<file path="src/rtl/count_shifter.sv">
// -----------------------------------------------------------------------------
// count_shifter
//
// Sequential shifter for floating-point mantissa work. On a Load strobe it
// captures an operand, a shift count and a direction. It then shifts the
// operand one bit per clock until the count runs out. Right shifts are used
// for alignment and left shifts for normalisation.
//
// Optional build macro:
//   COUNT_SHIFTER_ARITH_RIGHT_EN
//     When defined, right shifts are arithmetic: the fill bit repeats the MSB.
//     An out-of-range right shift loads {WIDTH{Data[WIDTH-1]}}.
//     Left shifts always fill with zeros.
//     When undefined, every shift is logical and fills with zeros.
//
// Ports:
//   Clk          rising-edge clock
//   Clear_n      asynchronous active-low reset; clears all state immediately
//                and has priority over Load
//   Data         operand captured on Load
//   Count        number of single-bit shifts to perform
//   Load         synchronous capture strobe, active-high; highest synchronous
//                priority, and it aborts any shift in progress
//   Direction    0 = right, 1 = left; captured on Load, ignored otherwise
//   Result       shift register contents (registered)
//   shift_enable high while the remaining count is non-zero; decoded from a
//                register only, so there is no combinational path from inputs
// -----------------------------------------------------------------------------
module count_shifter #(
  parameter int WIDTH = 24,
  parameter int CNT_W = 8
) (
  input  logic             Clk,
  input  logic             Clear_n,
  input  logic [WIDTH-1:0] Data,
  input  logic [CNT_W-1:0] Count,
  input  logic             Load,
  input  logic             Direction,
  output logic [WIDTH-1:0] Result,
  output logic             shift_enable
);

  // A count of WIDTH or more would push every bit out. Such a load finishes
  // at once with the fully shifted value, and no cycles are spent shifting.
  localparam logic [CNT_W-1:0] MAX_CNT = CNT_W'(WIDTH - 1);

  logic [WIDTH-1:0] shreg;
  logic [CNT_W-1:0] rem;
  logic             dir;

  logic             right_fill;
  logic [WIDTH-1:0] overflow_value;

`ifdef COUNT_SHIFTER_ARITH_RIGHT_EN
  assign right_fill     = shreg[WIDTH-1];
  assign overflow_value = Direction ? '0 : {WIDTH{Data[WIDTH-1]}};
`else
  assign right_fill     = 1'b0;
  assign overflow_value = '0;
`endif

  always_ff @(posedge Clk or negedge Clear_n) begin
    if (!Clear_n) begin
      shreg <= '0;
      rem   <= '0;
      dir   <= 1'b0;
    end else if (Load) begin
      dir <= Direction;
      if (Count > MAX_CNT) begin
        shreg <= overflow_value;
        rem   <= '0;
      end else begin
        shreg <= Data;
        rem   <= Count;
      end
    end else if (rem != '0) begin
      if (dir) begin
        shreg <= {shreg[WIDTH-2:0], 1'b0};
      end else begin
        shreg <= {right_fill, shreg[WIDTH-1:1]};
      end
      rem <= rem - CNT_W'(1);
    end
  end

  assign Result       = shreg;
  assign shift_enable = (rem != '0);

endmodule

</file>
<file path="config.mk">
export PLATFORM = sky130hd
export DESIGN_NAME = count_shifter
export DESIGN_NICKNAME = d
export VERILOG_FILES = /design/src/rtl/count_shifter.sv
export SDC_FILE = /design/constraint.sdc
export NUM_CORES = 1
export LEC_CHECK = 0
export CAP_MARGIN = 20
export CORE_MARGIN = 4
export CORE_UTILIZATION = 45
export DETAILED_ROUTE_END_ITERATION = 6
export DONT_BUFFER_PORTS = 1
export GPL_TIMING_DRIVEN = 0
export RECOVER_POWER = 100
export SYNTH_ARGS = -nofsm -noshare
export SYNTH_HDL_FRONTEND = slang
export SYNTH_SLANG_ARGS = --single-unit
</file>
<file path="constraint.sdc">
create_clock -name Clk -period 3.25 [get_ports Clk]
set_input_delay 0.65 -clock Clk [delete_from_list [all_inputs] [get_ports Clk]]
set_output_delay 0.65 -clock Clk [all_outputs]
set_load 0.02 [all_outputs]
</file>
==> results of run 1 <==
worst paths after layout:
kind                       startpoint      endpoint  slack, ns  depth (start not counted)
max                            rem[5]  shift_enable       0.42                          4
min                           Clear_n     Result[9]       0.05                          0
max reg2reg                    rem[5]     Result[8]       0.71                          7
min reg2reg                    rem[7]        rem[7]       0.57                          2
max in group asynchronous     Clear_n     Result[1]       3.12                          0
min in group Clk             Count[0]        rem[0]       0.48                          2
area by class of cell:
type                            count  area (um2)
Clock inverter                      2        10.0
Clock buffer                        6        72.6
Multi-Input combinational cell    162         982
Buffer                             16        62.6
Fill cell                         383        2030
Tap cell                           50        62.6
Sequential cell                    33         826
Inverter                            4        15.0
worst max-delay path: stages, from the launching register on:
cell      delay (ns)
dfrtp_1         0.41
or4_1           0.52
clkbuf_1        0.18
nor3_1          0.62
inv_2           0.18
metrics by stage:
stage / hold slack, ns / setup slack (ns) / util, %
finish: 0.0517 / 0.418 / 50.0
CTS: 0.0419 / 0.696 / 50.8
detailed placement: 0.355 / 0.933 / 48.8
floorplan: 0.354 / 1.15 / -
global placement: 0.355 / 0.999 / 48.8
global route: 0.0303 / 0.329 / 50.0
placed cells by master (no fill, tap or decap), types with 4 or more instances in the layout:
master / instances
clkbuf_1: 14
dfrtp_1: 33
nor2_1: 73
nor3_1: 5
a211oi_1: 23
a21oi_1: 5
mux2i_1: 22
nand2_1: 4
clkbuf_8: 5
routing by layer:
layer	track usage [%]	vias to the layer above	routed length, um
met2	31.3	63	2380
met5	0	-	0
met1	21.9	774	1920
met3	6.16	7	377
li1	-	759	-
met4	6.97	0	61
cells by family (layout without fill, tap and decap cells):
kind of cell | Yosys count | after routing | share of synthesized area [%]
adder cells (fa/ha/maj) | 2 | 2 | 1.30
AND/OR/NAND/NOR | 98 | 98 | 23.4
multiplexers | 23 | 23 | 12.1
XOR/XNOR | 3 | 3 | 1.37
flip-flops | 33 | 33 | 43.1
buffers and inverters | 20 | 28 | 5.35
AO/OA/AOI/OAI | 36 | 36 | 13.4
power by group through the flow:
stage	Clock (uW)	Combinational (uW)	Sequential (uW)
floorplan	0	571	777
global placement	0	644	822
detailed placement	0	676	830
CTS	310	681	823
global route	328	727	843
finish	300	643	820
state kept, by name (all words and copies together) (netlist names):
signal  flops
rem         8
dir         1
Result     24
==> flow_metrics.env, run 1 <==
export IMPL_status="finished, final reports clean"
export IMPL_cts_sinks=33
export IMPL_antennaDiodeCount=0
export IMPL_clk_insertion_delay_late_ns=0.29
export IMPL_antenna_found_initial=0
export IMPL_antenna_left=0
export IMPL_p_int_uw=968
export IMPL_tritoncts="yes"
export IMPL_yosys_warnings=0
export IMPL_ir_drop_mv=0.344
export IMPL_post_cts_resized=0
export IMPL_synth_area_um2=1920
export IMPL_wirelength_um=4740
export IMPL_core_area_um2=4060
export IMPL_skew_ns=0.00723
export IMPL_combPwrFrac_pct=36.5
export IMPL_viasPerCell=5.87
export IMPL_cp_max_fo=6
export IMPL_drtIter0Drc=99
export IMPL_die_area_um2=5370
export IMPL_final_cells=273
export IMPL_synth_area_leaders="dfrtp_1 (43%), nor2_1 (14%), mux2i_1 (11%), a211oi_1 (9.0%), buf_6 (1.8%)"
export IMPL_yosysSeqAreaShare_pct=43.1
export IMPL_drv_cap=0
export IMPL_dpl_cell_area_um2=1980
export IMPL_fin_crit_sh_pct=87.1
export IMPL_grt_use_total_pct=18.6
export IMPL_port_buffers=0
export IMPL_p_per_area_nw_per_um2=868
export IMPL_leakage_uw=0.000946
export IMPL_synth_common_cells="nor2_1 (73), dfrtp_1 (33), a211oi_1 (23), mux2i_1 (22), clkbuf_1 (8)"
export IMPL_synth_most_common_cell="nor2_1"
export IMPL_min_period_ns=2.83
export IMPL_drv_slew=0
export IMPL_syn_mean_instance_area_um2=8.92
export IMPL_swShare_pct=45.1
export IMPL_pin_count=61
export IMPL_cp_start_kind="flip-flop"
export IMPL_yosysTopAreaCellShare_pct=43.1
export IMPL_synth_ff_type="dfrtp_1"
export IMPL_dpl_cell_count=265
export IMPL_synth_edf_count=0
export IMPL_setup_viol=0
export IMPL_grt_max_degree=34
export IMPL_async_reset_ff_share_pct=100
export IMPL_die_y_um=73.3
export IMPL_rows=23
export IMPL_cp_end_kind="primary output"
export IMPL_totalPowerFinal_uw=1760
export IMPL_final_cell_area_um2=2030
export IMPL_remaining_drc_errors=0
export IMPL_yosysUniqueCellTypes=37
export IMPL_path_clk_slew_ns=0.07
export IMPL_fin_nets=260
export IMPL_timing_fmax_ghz=0.353
export IMPL_grt_pass1_wl_um=7690
export IMPL_synth_area_leader_cell="dfrtp_1"
export IMPL_wire_per_inst_um=17.4
export IMPL_dp_hpwl_um=3440
export IMPL_initial_utilization_pct=47.3
export IMPL_cts_root_buffer="clkbuf_8"
export IMPL_vias=1603
export IMPL_worst_pin_slew_ns=0.712
export IMPL_first_pass_iters=7
export IMPL_rsz0062_at_grt="no"
export IMPL_critPathKind="flip-flop to primary output"
export IMPL_clockBufferDepth=2
export IMPL_seqPwrFrac_pct=46.5
export IMPL_tns_ns=0
export IMPL_slew_headroom_pct=52.2
export IMPL_hold_path_class="primary input to asynchronous set/reset pin"
export IMPL_htreeDepth=2
export IMPL_ctsHoldBuffers=0
export IMPL_clkPwrFrac_pct=17.0
export IMPL_gp_congestion=0.796
export IMPL_grt_pass1_vias=1686
export IMPL_syn_to_final_growth_pct=5.87
export IMPL_die_x_um=73.3
export IMPL_syn_nets=253
export IMPL_cts_buffers=5
export IMPL_critPathArrivalTime_ns=2.18
export IMPL_grt_overflow=0
export IMPL_finalHoldViolCount=0
export IMPL_drive_gt1_share_pct=6.73
export IMPL_postCtsSetupBuffers=0
export IMPL_ys_seq_elements=33
export IMPL_p_sw_uw=795
export IMPL_syn_instance_count=215
export IMPL_cp_required_ns=2.60
(Power assumes the default switching activity.)
==> run 2, diff against run 1 <==
--- a/config.mk
+++ b/config.mk
@@ -8,10 +8,12 @@
 export CAP_MARGIN = 20
 export CORE_MARGIN = 4
 export CORE_UTILIZATION = 45
+export CTS_CLUSTER_DIAMETER = 200
 export DETAILED_ROUTE_END_ITERATION = 6
 export DONT_BUFFER_PORTS = 1
 export GPL_TIMING_DRIVEN = 0
 export RECOVER_POWER = 100
+export SLEW_MARGIN = 20
 export SYNTH_ARGS = -nofsm -noshare
 export SYNTH_HDL_FRONTEND = slang
 export SYNTH_SLANG_ARGS = --single-unit
==> results of run 2 <==
No change in the layout: final DEF, timing and power equal those of run 1.
